<file path="src/rtl/rotate_coef_arb.sv">
// rotate_coef_arb: round-robin 2-requester angle arbiter; reads sin/cos from an external 360-entry table and returns signed 10-bit coefficients.
module rotate_coef_arb (
  input  logic       clk,
  input  logic       rst,
  input  logic       req0_valid,
  input  logic [8:0] req0_angle,
  output logic       req0_ready,
  input  logic       req1_valid,
  input  logic [8:0] req1_angle,
  output logic       req1_ready,
  output logic       rom_rd_en,
  output logic [8:0] rom_addr,
  input  logic [8:0] rom_dout,
  output logic       coef_valid,
  input  logic       coef_ready,
  output logic       coef_id,
  output logic [9:0] coef_sin,
  output logic [9:0] coef_cos
);
  typedef enum logic [2:0] {IDLE, RD_SIN, RD_COS, CAP, OUT} state_t;
  state_t state_q, state_d;
  logic prio_q, prio_d, id_q, id_d;
  logic [8:0] a_q, a_d, c, ang;
  logic [9:0] sin_q, sin_d, cos_q, cos_d;
  assign req0_ready = state_q == IDLE && req0_valid && (!prio_q || !req1_valid);
  assign req1_ready = state_q == IDLE && req1_valid && (prio_q || !req0_valid);
  assign ang = req1_ready ? req1_angle : req0_angle;
  assign c = a_q < 9'd270 ? a_q + 9'd90 : a_q - 9'd270;
  assign coef_id = id_q;
  assign coef_sin = sin_q;
  assign coef_cos = cos_q;
  always_comb begin
    state_d = state_q;
    prio_d = prio_q;
    id_d = id_q;
    a_d = a_q;
    sin_d = sin_q;
    cos_d = cos_q;
    rom_rd_en = 1'b0;
    rom_addr = 9'd0;
    coef_valid = 1'b0;
    case (state_q)
      IDLE: if (req0_ready || req1_ready) begin
        state_d = RD_SIN;
        id_d = req1_ready;
        prio_d = !req1_ready;
        a_d = ang >= 9'd360 ? ang - 9'd360 : ang;
      end
      RD_SIN: begin
        rom_rd_en = 1'b1;
        rom_addr = a_q;
        state_d = RD_COS;
      end
      RD_COS: begin
        rom_rd_en = 1'b1;
        rom_addr = c;
        sin_d = {a_q >= 9'd181, rom_dout};
        state_d = CAP;
      end
      CAP: begin
        cos_d = {c >= 9'd181, rom_dout};
        state_d = OUT;
      end
      OUT: begin
        coef_valid = 1'b1;
        state_d = coef_ready ? IDLE : OUT;
      end
      default: state_d = IDLE;
    endcase
  end
  always_ff @(posedge clk) begin
    if (rst) begin
      state_q <= IDLE;
      prio_q <= 1'b0;
      id_q <= 1'b0;
      a_q <= 9'd0;
      sin_q <= 10'd0;
      cos_q <= 10'd0;
    end else begin
      state_q <= state_d;
      prio_q <= prio_d;
      id_q <= id_d;
      a_q <= a_d;
      sin_q <= sin_d;
      cos_q <= cos_d;
    end
  end
endmodule
</file>
<file path="config.mk">
export PLATFORM = sky130hd
export DESIGN_NAME = rotate_coef_arb
export DESIGN_NICKNAME = d
export VERILOG_FILES = /design/src/rtl/rotate_coef_arb.sv
export SDC_FILE = /design/constraint.sdc
export NUM_CORES = 1
export LEC_CHECK = 0
export ABC_AREA = 1
export CAP_MARGIN = 20
export CORE_UTILIZATION = 40
export CTS_CLUSTER_SIZE = 14
export DETAILED_ROUTE_END_ITERATION = 10
export PLACE_DENSITY = 0.79
export SLEW_MARGIN = 20
export SYNTH_ARGS = -nofsm -noshare
export SYNTH_HDL_FRONTEND = slang
export SYNTH_SLANG_ARGS = --single-unit
</file>
<file path="constraint.sdc">
create_clock -name clk -period 1.7 [get_ports clk]
set_input_delay 0.17 -clock clk [delete_from_list [all_inputs] [get_ports clk]]
set_output_delay 0.17 -clock clk [all_outputs]
set_load 0.02 [all_outputs]
</file>
# Word-level counts from Yosys, hierarchy flattened
# Cells that the tools add are included.
# totals
ram_bits,0
register_bits,34
output_inout_bits,34
n_memories,0
mem_bits_ro,0
inputBits,32
latch_bits,0
# op_classes
n_mul,0
n_eq_ne,5
div_mod_pow,0
order_cmp,4
n_reduce_logical,14
shift,0
muxes,9
bitwise,0
addsub,3
# op_table
operator,n
9-bit 2-to-1 mux,3
9-bit by 8-bit greater-or-equal comparator with 1-bit output (second input constant),2
9-bit case mux with 2 select lines,1
9-bit subtractor (second input constant),2
3-bit case mux with 5 select lines,1
9-bit by 7-bit adder with 9-bit output (second input constant),1
9-bit greater-or-equal comparator (second input constant),1
9-bit less-than comparator (second input constant),1
3-bit by 2-bit equality test with 1-bit output (second input constant),2
3-bit 2-to-1 mux,2
1-bit logical AND,4
1-bit logical NOT,4
3-bit by 1-bit equality test with 1-bit output (second input constant),1
3-bit equality test (second input constant),1
3-bit logical NOT,1
1-bit logical OR,3
1-bit 2-to-1 mux,2
2-bit by 1-bit inequality test with 1-bit output (second input constant),1
2-bit AND reduction,1
2-bit OR reduction,1

# Depth between registers and ports, before layout
# Gate-level depths: netlist of run 1.
# logic_depth
word_depth,6
ltp_mapped,18
depth_no_buf,17

# Least setup slack after synthesis of run 1
# No wires, ideal clock.
# synth_timing
path_type,reg2reg
startpoint,reg state_q[0]
endpoint,reg a_q[4]
arrival_ns,1.794
path_buffers,1
stages_incl_launch_ff,17
slack_ns,-0.208
cell_sequence,dfxtp_1 nor2_1 nand2_1 nor2_4 buf_6 o21ai_2 ha_1 inv_1 nand3_1 nor2_2 nor2_4 nand2_4 nand2_4 nand2_2 nand2_1 o21bai_1 inv_1
# synth_via
elab_chain_cells,6
# synth_rtl
element,line,source
"start, declared",21,"state_t state_q, state_d;"
"start signal, assigned",80,state_q <= state_d;
3-bit logical NOT *,26,assign req1_ready = state_q == IDLE && req1_valid && (prio_q || !req0_valid);
1-bit logical AND * (2 in a row),26,
net req1_ready,10,"output logic req1_ready,"
9-bit 2-to-1 mux,27,assign ang = req1_ready ? req1_angle : req0_angle;
9-bit subtractor / 9-bit greater-or-equal comparator (equally long branches),47,a_d = ang >= 9'd360 ? ang - 9'd360 : ang;
9-bit 2-to-1 mux,47,
"end signal, assigned",76,a_q <= 9'd0;
"end signal, assigned",83,a_q <= a_d;
"end, declared",23,"logic [8:0] a_q, a_d, c, ang;"
# Mark *: on every way through the listed nets, which the timed path passes. The rest lies on a longest branch.
# A chain may end at the register's enable or synchronous reset.

# Worst setup path after layout of run 1
# layout_timing
startpoint,reg a_q[2]
endpoint,out rom_addr[6]
# layout_via
elab_chain_cells,3
# layout_rtl
element,line,source
9-bit subtractor (tied with other cells),28,assign c = a_q < 9'd270 ? a_q + 9'd90 : a_q - 9'd270;
9-bit 2-to-1 mux *,28,
9-bit case mux with 2 select lines *,42,case (state_q)
"end, declared",12,"output logic [8:0] rom_addr,"
# Every way passes the cells marked *; elsewhere a longest branch is shown, timed or not.

==> metrics.yaml, run 1 <==
run_status:
  status: "finished with violations"
  violations: "setup timing"
power_and_ir_drop:
  report.power.total_mw: 4.50
  p_per_area_nw_per_um2: 1220
  ir_drop_uv: 625
  p_leak_nw: 1.77
synthesis:
  ys_seq_elements: 34
  syn-num-nets: 357
  synth_top_area_cell: "dfxtp_1"
  synth-edff-count: 0
  ys_top_cells_by_count: "nand2_1, nor2_1, inv_1, o21ai_0, dfxtp_1"
  synth_top_area_share_pct: 33.2
  yosysWarnings: 0
  synthFlopType: "dfxtp_1"
  postSynthCellCount: 320
  synth-async-reset-ratio_pct: 0
  yosysSeqAreaShare_pct: 33.2
  synth_area_leaders: "dfxtp_1, nand2_1, nor2_1"
  yosysMostFrequentCell: "nand2_1"
  ys_types: 27
  postSynthAreaPerCell_um2: 6.40
  syn_area_um2: 2050
global_route:
  grt_pass1_wl_mm: 10.4
  antenna_found_initial: 0
  grt-ovfl-total: 0
  grt_max_degree: 27
  grt_pass1_vias: 2400
  grtUsageTotal_pct: 25.0
drt:
  drtIter0Drc: 142
  routed_via_density: 4.96
  drt-pass1-iter-count: 4
  ant_nets: 0
  drc: 0
  routed_wl_mm: 7.08
  via_count: 2612
  wl_per_cell_um: 13.4
critical_path:
  cpMostUsedCell: "nand2_4"
  critPathCapture: "rom_addr[6]"
  path_delay_family: "simple AND/OR/NAND/NOR gates"
  worstReg2RegEnd: "coef_cos[9]"
  crit_path_end_kind: "primary output"
  crit_buf_inv: 3
  start_kind: "flip-flop"
  cpPeakStageDelay_ns: 0.34
  cp_num_cells: 12
  crit_path_start: "a_q[2]"
  rrSetupSlack_ns: -0.25
  worst_r2r_startpoint: "a_q[2]"
  cpMaxStageDelayCell: "dfxtp_2"
  path_class: "reg2out"
  path_max_fanout: 4
  reg2reg_depth: 17
  crit_arrival_ns: 1.93
  critPathRequiredTime_ns: 1.53
  crit_chain: "ha_4, nand2_4, nand2_4, nor2_4, nand2_2, nand2_4, inv_4, o21ai_2, xor2_1, inv_1, o22ai_4, buf_6"
floorplanning:
  die_x_um: 73.6
  start_util_pct: 42.5
  core_area_um2: 4820
  dieArea_um2: 5410
  fp-row-count: 25
  ios: 66
  die_h_um: 73.6
timing:
  fin_crit_ns: 2.10
  slew_viol_final: 0
  slew_headroom_pct: 75.9
  fin_ws_ns: -0.396
  skew_ns: 0.00952
  rsz0062_at_grt: "true"
  fmax_mhz: 477
  period_share_pct: 123
  setup_viol: 13
  finalHoldViolations: 0
  tightest_slew_ns: 0.362
clock_tree:
  cts_htree_levels: 2
  clkTransAtPathRegs_ns: 0.07
  worstSkewPairLatency_ns: 0.29
  numCtsBuffers: 5
  clk_path_buf_depth: 2
  cts_tree: "done"
  cts_root_buf: "clkbuf_8"
  cts.sinks: 34
cells_and_area:
  drive_gt1_share_pct: 39.3
  fin_util_pct: 76.7
  fin_area_um2: 3690
  area_growth_pct: 80.3
  diodes: 0
  fin_nets: 496
placed_design:
  postPlaceCellArea_um2: 3240
  hpwl_mm: 4.51
  port_buffers: 65
  gp_congestion: 0.906
run:
  maxCapViolCount: 0
hold_path:
  holdCritPathClass: "reg2reg"
[routing by layer]
metal / up-vias / routed length (um) / GRT usage (%)
met5: - / 0 / 0
li1: 1295 / - / -
met4: 0 / 104 / 9.40
met1: 1230 / 3020 / 30.8
met2: 77 / 3640 / 44.0
met3: 10 / 316 / 3.29
[worst min-delay path by stage]
| stage | start | end | slack (ns) | cells after the start |
|---|---|---|---|---|
| detailed placement | coef_id | coef_id | 0.46 | 2 |
| global route | rom_dout[7] | coef_sin[7] | 0.50 | 3 |
| global placement | coef_id | coef_id | 0.45 | 2 |
| finish | coef_id | coef_id | 0.49 | 2 |
| CTS | coef_id | coef_id | 0.48 | 2 |
| floorplan | rom_dout[0] | coef_cos[0] | 0.30 | 2 |
[worst min-delay path: stages, from the launching register on]
cell     delay [ns]
dfxtp_1        0.32
nand2_1        0.07
a21oi_1        0.05
[through the flow]
stage	std cells	worst slack [ns]	hold slack [ns]	TNS, ns
after floorplan	320	-0.154	0.305	-0.524
after global placement	501	-0.508	0.454	-5.36
after detailed placement	501	-0.546	0.463	-6.07
after CTS	521	-0.309	0.479	-2.27
after global routing	527	-0.510	0.500	-4.25
final	527	-0.396	0.486	-2.97
[report_power, final]
group          internal, mW  switching, mW  total (mW)
Combinational          1.34           1.48        2.82
Clock                 0.327          0.303       0.629
Sequential            0.953          0.103        1.06
[cells by family after synthesis]
family / Yosys count / synth area share (%)
fa+ha+maj: 5 / 3.05
simple gates: 157 / 33.6
flops: 34 / 33.2
compound gates: 66 / 17.7
buf+inv: 54 / 10.7
xor+xnor: 4 / 1.71
[flip-flops by register name (all words and copies together), names as in the netlist]
register	count
coef_cos	10
coef_sin	10
a_q	9
state_q	3
coef_id	1
prio_q	1
[what timing repair did]
item / 4_1_cts / 5_1_grt
endpoints found under the setup margin: 20 / 19
pin swaps: 19 / 32
resized for setup: 77 / 54
buffers inserted: 12 / 9
hold buffers: 0 / 0
[final cells by class]
| class | instances | area, um2 |
|---|---|---|
| sequential | 34 | 687 |
| clock inverter | 1 | 5.00 |
| clock buffer | 7 | 86.3 |
| timing repair buffer | 142 | 1260 |
| multi-input combinational | 232 | 1410 |
| tap | 67 | 83.8 |
| fill | 347 | 1120 |
| inverter | 44 | 170 |
[cells in the final DEF, fill, tap and decap left out, types with 6 or more instances in the layout]
| master | n |
|---|---|
| nand2_4 | 10 |
| nand2_1 | 43 |
| a21oi_1 | 11 |
| dfxtp_1 | 29 |
| inv_2 | 10 |
| nand3_1 | 11 |
| clkdlybuf4s50_1 | 52 |
| buf_6 | 14 |
| nand2_2 | 28 |
| nor2_1 | 45 |
| buf_4 | 68 |
| o21ai_0 | 30 |
| clkbuf_8 | 6 |
| inv_1 | 32 |
No activity file was read; power rests on OpenSTA's default activity.
==> inputs of run 2 (changes only) <==
ABC_AREA = not set   (was 1)
PLACE_DENSITY = 0.78   (was 0.79)
==> run 2 against run 1 <==
Effect of this change:
- the run still ends with setup timing left
- clock-buffer cell count shrank 2
- clock skew shrank 0.0070 ns
- flip-flop and latch count is the same
- clock power grew 18%
- final cell count shrank 7.4%
- die area grew 5.2%
- worst setup slack lost 0.079 ns
- core utilization shrank 3.3 points
- sequential power is essentially flat
- design area grew 2.1%
- synthesized cell count shrank 9.7%
- worst hold slack lost 0.031 ns
==> metrics.yaml, run 2 <==
synthesis:
  syn_area_um2: 2160
  synth-async-reset-ratio_pct: 0
  yosysWarnings: 0
  postSynthCellCount: 289
  synth_area_leaders: "dfxtp_1, nand2_1, a21oi_1"
  postSynthAreaPerCell_um2: 7.47
  synth_top_area_cell: "dfxtp_1"
  yosysSeqAreaShare_pct: 31.5
  syn-num-nets: 326
  yosysMostFrequentCell: "nand2_1"
  synthFlopType: "dfxtp_1"
  synth-edff-count: 0
  ys_top_cells_by_count: "nand2_1, nor2_1, dfxtp_1, a21oi_1, clkbuf_1"
  ys_types: 53
  ys_seq_elements: 34
  synth_top_area_share_pct: 31.5
global_route:
  antenna_found_initial: 0
  grt_pass1_vias: 2569
  grt-ovfl-total: 0
  grt_max_degree: 23
  grtUsageTotal_pct: 26.5
  grt_pass1_wl_mm: 11.4
power_and_ir_drop:
  p_sw_share_pct: 39.3
  pwr-share-seq_pct: 24.5
  ir_drop_uv: 785
  pwr-share-comb_pct: 58.6
  internal_power_mw: 2.67
  p_per_area_nw_per_um2: 1170
  power_frac_clock_pct: 16.9
  p_sw_mw: 1.73
  p_leak_nw: 1.45
  report.power.total_mw: 4.40
drt:
  wl_per_cell_um: 15.5
  drtIter0Drc: 156
  drt-pass1-iter-count: 4
  routed_via_density: 5.46
  via_count: 2664
  drc: 0
  ant_nets: 0
  routed_wl_mm: 7.55
hold_path:
  holdCritPathClass: "reg2reg"
  holdPathEnd: "coef_sin[7]"
  hp-start: "coef_sin[7]"
  hold_path_depth: 2
critical_path:
  critPathRequiredTime_ns: 1.91
  crit_buf_inv: 2
  path_class: "in2reg"
  rrSetupSlack_ns: -0.46
  path_max_fanout: 3
  crit_arrival_ns: 2.39
  path_delay_family: "simple AND/OR/NAND/NOR gates"
  cpPeakStageDelay_ns: 0.57
  worstReg2RegEnd: "a_q[7]"
  crit_chain: "clkdlybuf4s50_1, or4b_1, a311oi_1, buf_4, a311oi_4, or4_4, a211oi_2"
  cpMaxStageDelayCell: "clkdlybuf4s50_1"
  start_kind: "input pin"
  crit_path_end_kind: "flip-flop"
  worst_r2r_startpoint: "state_q[2]"
  reg2reg_depth: 8
cells_and_area:
  fin_nets: 454
  area_growth_pct: 74.7
  drive_gt1_share_pct: 36.1
  diodes: 0
  layout_common_cells: "buf_4, clkdlybuf4s50_1, nand2_1"
  fin_area_um2: 3770
  layout_commonest_cell: "buf_4"
clock_tree:
  postCtsHoldBufs: 0
  cts_root_buf: "clkbuf_8"
  clk_path_buf_depth: 2
  cts_tree: "done"
  cts.sinks: 34
  worstSkewPairLatency_ns: 0.29
  numCtsBuffers: 5
  cts_htree_levels: 2
  clkTransAtPathRegs_ns: 0.07
timing:
  fin_ws_ns: -0.476
  tightest_slew_ns: 0.412
  rsz0062_at_grt: "true"
  skew_ns: 0.00254
  slew_viol_final: 0
  period_share_pct: 128
  fin_crit_ns: 2.18
  fmax_mhz: 460
  finalHoldViolations: 0
  setup_viol: 15
  slew_headroom_pct: 72.5
placed_design:
  port_buffers: 65
  postPlaceCellArea_um2: 3350
  gp_congestion: 0.851
  hpwl_mm: 5.12
floorplanning:
  ios: 66
  dieArea_um2: 5700
  die_h_um: 75.5
  core_area_um2: 5140
  fp-row-count: 26
  start_util_pct: 42.0
  die_x_um: 75.5
run_status:
  violations: "setup timing"
  status: "finished with violations"
run:
  maxCapViolCount: 0
==> run 2: changes by cell type after synthesis, sizes merged, moves of 6 or more <==
cell and delta:
inv -35, nand2 -30, o21ai -25, nor2 -18, a21oi +14, clkbuf +9, nand3 -9, mux2i +6
nand2b +6
==> run 2: tightest hold or removal path, delay by kind of cell, from the launching register on <==
| kind | cells | cell delay, ns |
|---|---|---|
| AO/OA/AOI/OAI | 1 | 0.05 |
| flip-flops | 1 | 0.31 |
| AND/OR/NAND/NOR | 1 | 0.05 |
==> run 2: how the worst max path moves through the flow <==
stage / start / endpoint / slack, ns / depth (start not counted)
floorplan: state_q[1] / a_q[3] / -0.51 / 11
global placement: req0_angle[1] / a_q[7] / -0.67 / 7
detailed placement: req0_angle[3] / a_q[7] / -0.71 / 7
CTS: a_q[6] / rom_addr[5] / -0.44 / 7
global route: a_q[4] / rom_addr[7] / -0.53 / 9
finish: req0_angle[3] / a_q[7] / -0.48 / 7
==> run 2: metal layers <==
layer  share of wire, %  routed length [um]  track usage [%]
met1                 41                3080             31.0
met2                 50                3800             46.4
met3                6.0                 450             5.82
met4                2.8                 215             11.7
met5                  0                   0                0
==> run 2: layout make-up <==
class                           count  area (um2)
Sequential cell                    34         699
Inverter                            9        40.0
Clock inverter                      3        45.0
Fill cell                         378        1370
Timing Repair Buffer              141        1250
Multi-Input combinational cell    226        1580
Clock buffer                        5        68.8
Tap cell                           70        87.6
==> run 2: repair_timing <==
| action | in CTS | in global routing |
|---|---|---|
| setup buffers | 13 | 4 |
| endpoints found under the setup margin | 20 | 21 |
| pin swaps | 21 | 14 |
| cloned | 0 | 0 |
| endpoints found under the hold margin | 0 | 0 |
| resized for setup | 92 | 30 |
==> run 2: through the flow <==
stage / setup TNS, ns / worst slack, ns / hold WS (ns) / std cells / util [%]
finish: -4.64 / -0.476 / 0.455 / 488 / 73.4
global placement: -8.01 / -0.674 / 0.443 / 465 / 65.1
detailed placement: -8.73 / -0.710 / 0.448 / 465 / 65.1
global route: -6.01 / -0.532 / 0.472 / 488 / 73.4
CTS: -4.51 / -0.435 / 0.457 / 486 / 71.0
floorplan: -2.74 / -0.506 / 0.306 / 289 / -
==> run 2: cell families after synthesis <==
group	count (synthesis)	synth area share, %
AOI/OAI and AO/OA	81	25.6
muxes	8	3.82
adders and majority gates	5	2.90
and+or+nand+nor	128	29.1
xor gates and xnor gates	4	1.62
buffers and inverters	29	5.39
DFF	34	31.5
==> run 2: power by group through the flow <==
stage	registers [mW]	clock network (mW)	logic, mW
2_1_floorplan	1.09	0	1.16
3_3_place_gp	1.06	0	2.08
3_5_place_dp	1.07	0	2.13
4_1_cts	1.06	0.758	2.38
5_1_grt	1.09	0.793	2.76
6_report	1.08	0.745	2.58
==> inputs of run 3 (changes only) <==
CORE_UTILIZATION = 42   (was 40)
PLACE_DENSITY = 0.72   (was 0.78)
==> run 3 against run 2 <==
Effect of this change:
- the run still ends with setup timing left
- clock skew up 0.0038 ns
- register-to-register slack about the same
- final cell count up 1.8%
- power up 4.9%
- highest routed layer unchanged
==> metrics.yaml, run 3 (same netlist as run 2, synthesis figures left out) <==
timing:
  rsz0062_at_grt: "true"
  period_share_pct: 128
  finalHoldViolations: 0
  skew_ns: 0.00638
  fin_ws_ns: -0.483
  slew_headroom_pct: 69.3
  setup_viol: 15
  fmax_mhz: 458
  fin_crit_ns: 2.18
  tightest_slew_ns: 0.458
  slew_viol_final: 0
drt:
  drc: 0
  drtIter0Drc: 216
  wl_per_cell_um: 17.2
  routed_wl_mm: 8.56
  drt-pass1-iter-count: 4
  ant_nets: 0
  routed_via_density: 5.64
  via_count: 2801
clock_tree:
  worstSkewPairLatency_ns: 0.29
  clk_path_buf_depth: 2
  cts.sinks: 34
  clkTransAtPathRegs_ns: 0.08
  cts_root_buf: "clkbuf_8"
  postCtsHoldBufs: 0
  cts_tree: "done"
  cts_htree_levels: 2
  numCtsBuffers: 5
global_route:
  grt_max_degree: 33
  grt_pass1_vias: 2698
  antenna_found_initial: 0
  grt_pass1_wl_mm: 12.4
  grt-ovfl-total: 0
  grtUsageTotal_pct: 29.9
cells_and_area:
  fin_area_um2: 3900
  fin_nets: 466
  layout_commonest_cell: "buf_4"
  layout_common_cells: "buf_4, clkdlybuf4s50_1, nand2_1"
  layout.cells.non_filler: 497
  fin_util_pct: 80.4
  drive_gt1_share_pct: 39.3
  area_growth_pct: 80.5
  diodes: 0
critical_path:
  crit_arrival_ns: 2.01
  path_class: "reg2out"
  crit_path_end_kind: "primary output"
  cpMaxStageDelayCell: "o41ai_4"
  start_kind: "flip-flop"
  path_max_fanout: 3
  critPathRequiredTime_ns: 1.53
  path_delay_family: "compound AO/OA/AOI/OAI gates"
  crit_buf_inv: 3
  crit_chain: "o41ai_4, buf_4, buf_6, xor2_2, o21ai_2, nor2_1, a21oi_1, nor2_1, buf_4"
  cpPeakStageDelay_ns: 0.37
run_status:
  status: "finished with violations"
  violations: "setup timing"
floorplanning:
  die_h_um: 73.7
  dieArea_um2: 5430
  ios: 66
  fp-row-count: 25
  core_area_um2: 4850
  start_util_pct: 44.5
  die_x_um: 73.7
power_and_ir_drop:
  p_leak_nw: 1.54
  report.power.total_mw: 4.61
  ir_drop_uv: 672
  p_per_area_nw_per_um2: 1180
placed_design:
  port_buffers: 65
  hpwl_mm: 5.13
  postPlaceCellArea_um2: 3380
  place_inst: 468
  gp_congestion: 0.852
hold_path:
  holdCritPathClass: "in2reg"
run:
  maxCapViolCount: 0
==> run 3: layout make-up <==
| class | instances | area, um2 |
|---|---|---|
| flip-flops and latches | 34 | 697 |
| well taps | 67 | 83.8 |
| clock inverters | 3 | 45.0 |
| fillers | 310 | 951 |
| inverters | 9 | 42.5 |
| repair buffers | 153 | 1330 |
| clock buffers | 5 | 68.8 |
| multi-input cells | 226 | 1640 |
==> run 3: power by group <==
| part | switching [mW] | internal [mW] |
|---|---|---|
| sequential | 0.136 | 0.938 |
| combinational | 1.38 | 1.40 |
| clock | 0.325 | 0.436 |
| total | 1.84 | 2.77 |
==> run 3: repair_timing <==
| action | 4_1_cts | 5_1_grt |
|---|---|---|
| buffers inserted | 20 | 11 |
| hold endpoints to repair | 0 | 0 |
| setup endpoints to repair | 20 | 20 |
| pin swaps | 23 | 25 |
| gates resized for setup | 108 | 30 |
==> run 3: per-stage QoR <==
step / hold slack (ns) / setup TNS (ns) / setup slack (ns)
3_5_place_dp: 0.451 / -8.14 / -0.739
5_1_grt: 0.469 / -6.53 / -0.579
6_report: 0.454 / -5.32 / -0.483
2_1_floorplan: 0.306 / -2.74 / -0.506
3_3_place_gp: 0.444 / -7.48 / -0.678
4_1_cts: 0.444 / -4.93 / -0.447
==> run 3: worst reg2reg max path, stage by stage (launching register included) <==
cell       delay [ns]
dfxtp_2          0.34
buf_4            0.13
or3_4            0.38
nor4_4           0.33
buf_4            0.17
a2bb2o_4         0.22
o2bb2ai_4        0.16
nor2_1           0.07
a311o_1          0.26
==> run 3: worst paths after layout <==
kind	start	end	slack, ns	cells past startpoint
worst max-delay path	a_q[6]	rom_addr[3]	-0.48	9
worst max register to register	state_q[1]	a_q[6]	-0.47	8
worst min-delay path	rom_dout[3]	coef_cos[3]	0.45	3
worst min register to register	coef_sin[7]	coef_sin[7]	0.46	2
==> run 3: routing by layer <==
layer / routed length (um) / up-vias / global-route usage (%) / share of wire, %
met4: 300 / 0 / 12.8 / 3.5
met3: 492 / 30 / 5.90 / 5.7
met1: 3390 / 1331 / 35.3 / 40
li1: - / 1304 / - / -
met5: 0 / - / 0 / 0
met2: 4370 / 136 / 52.2 / 51
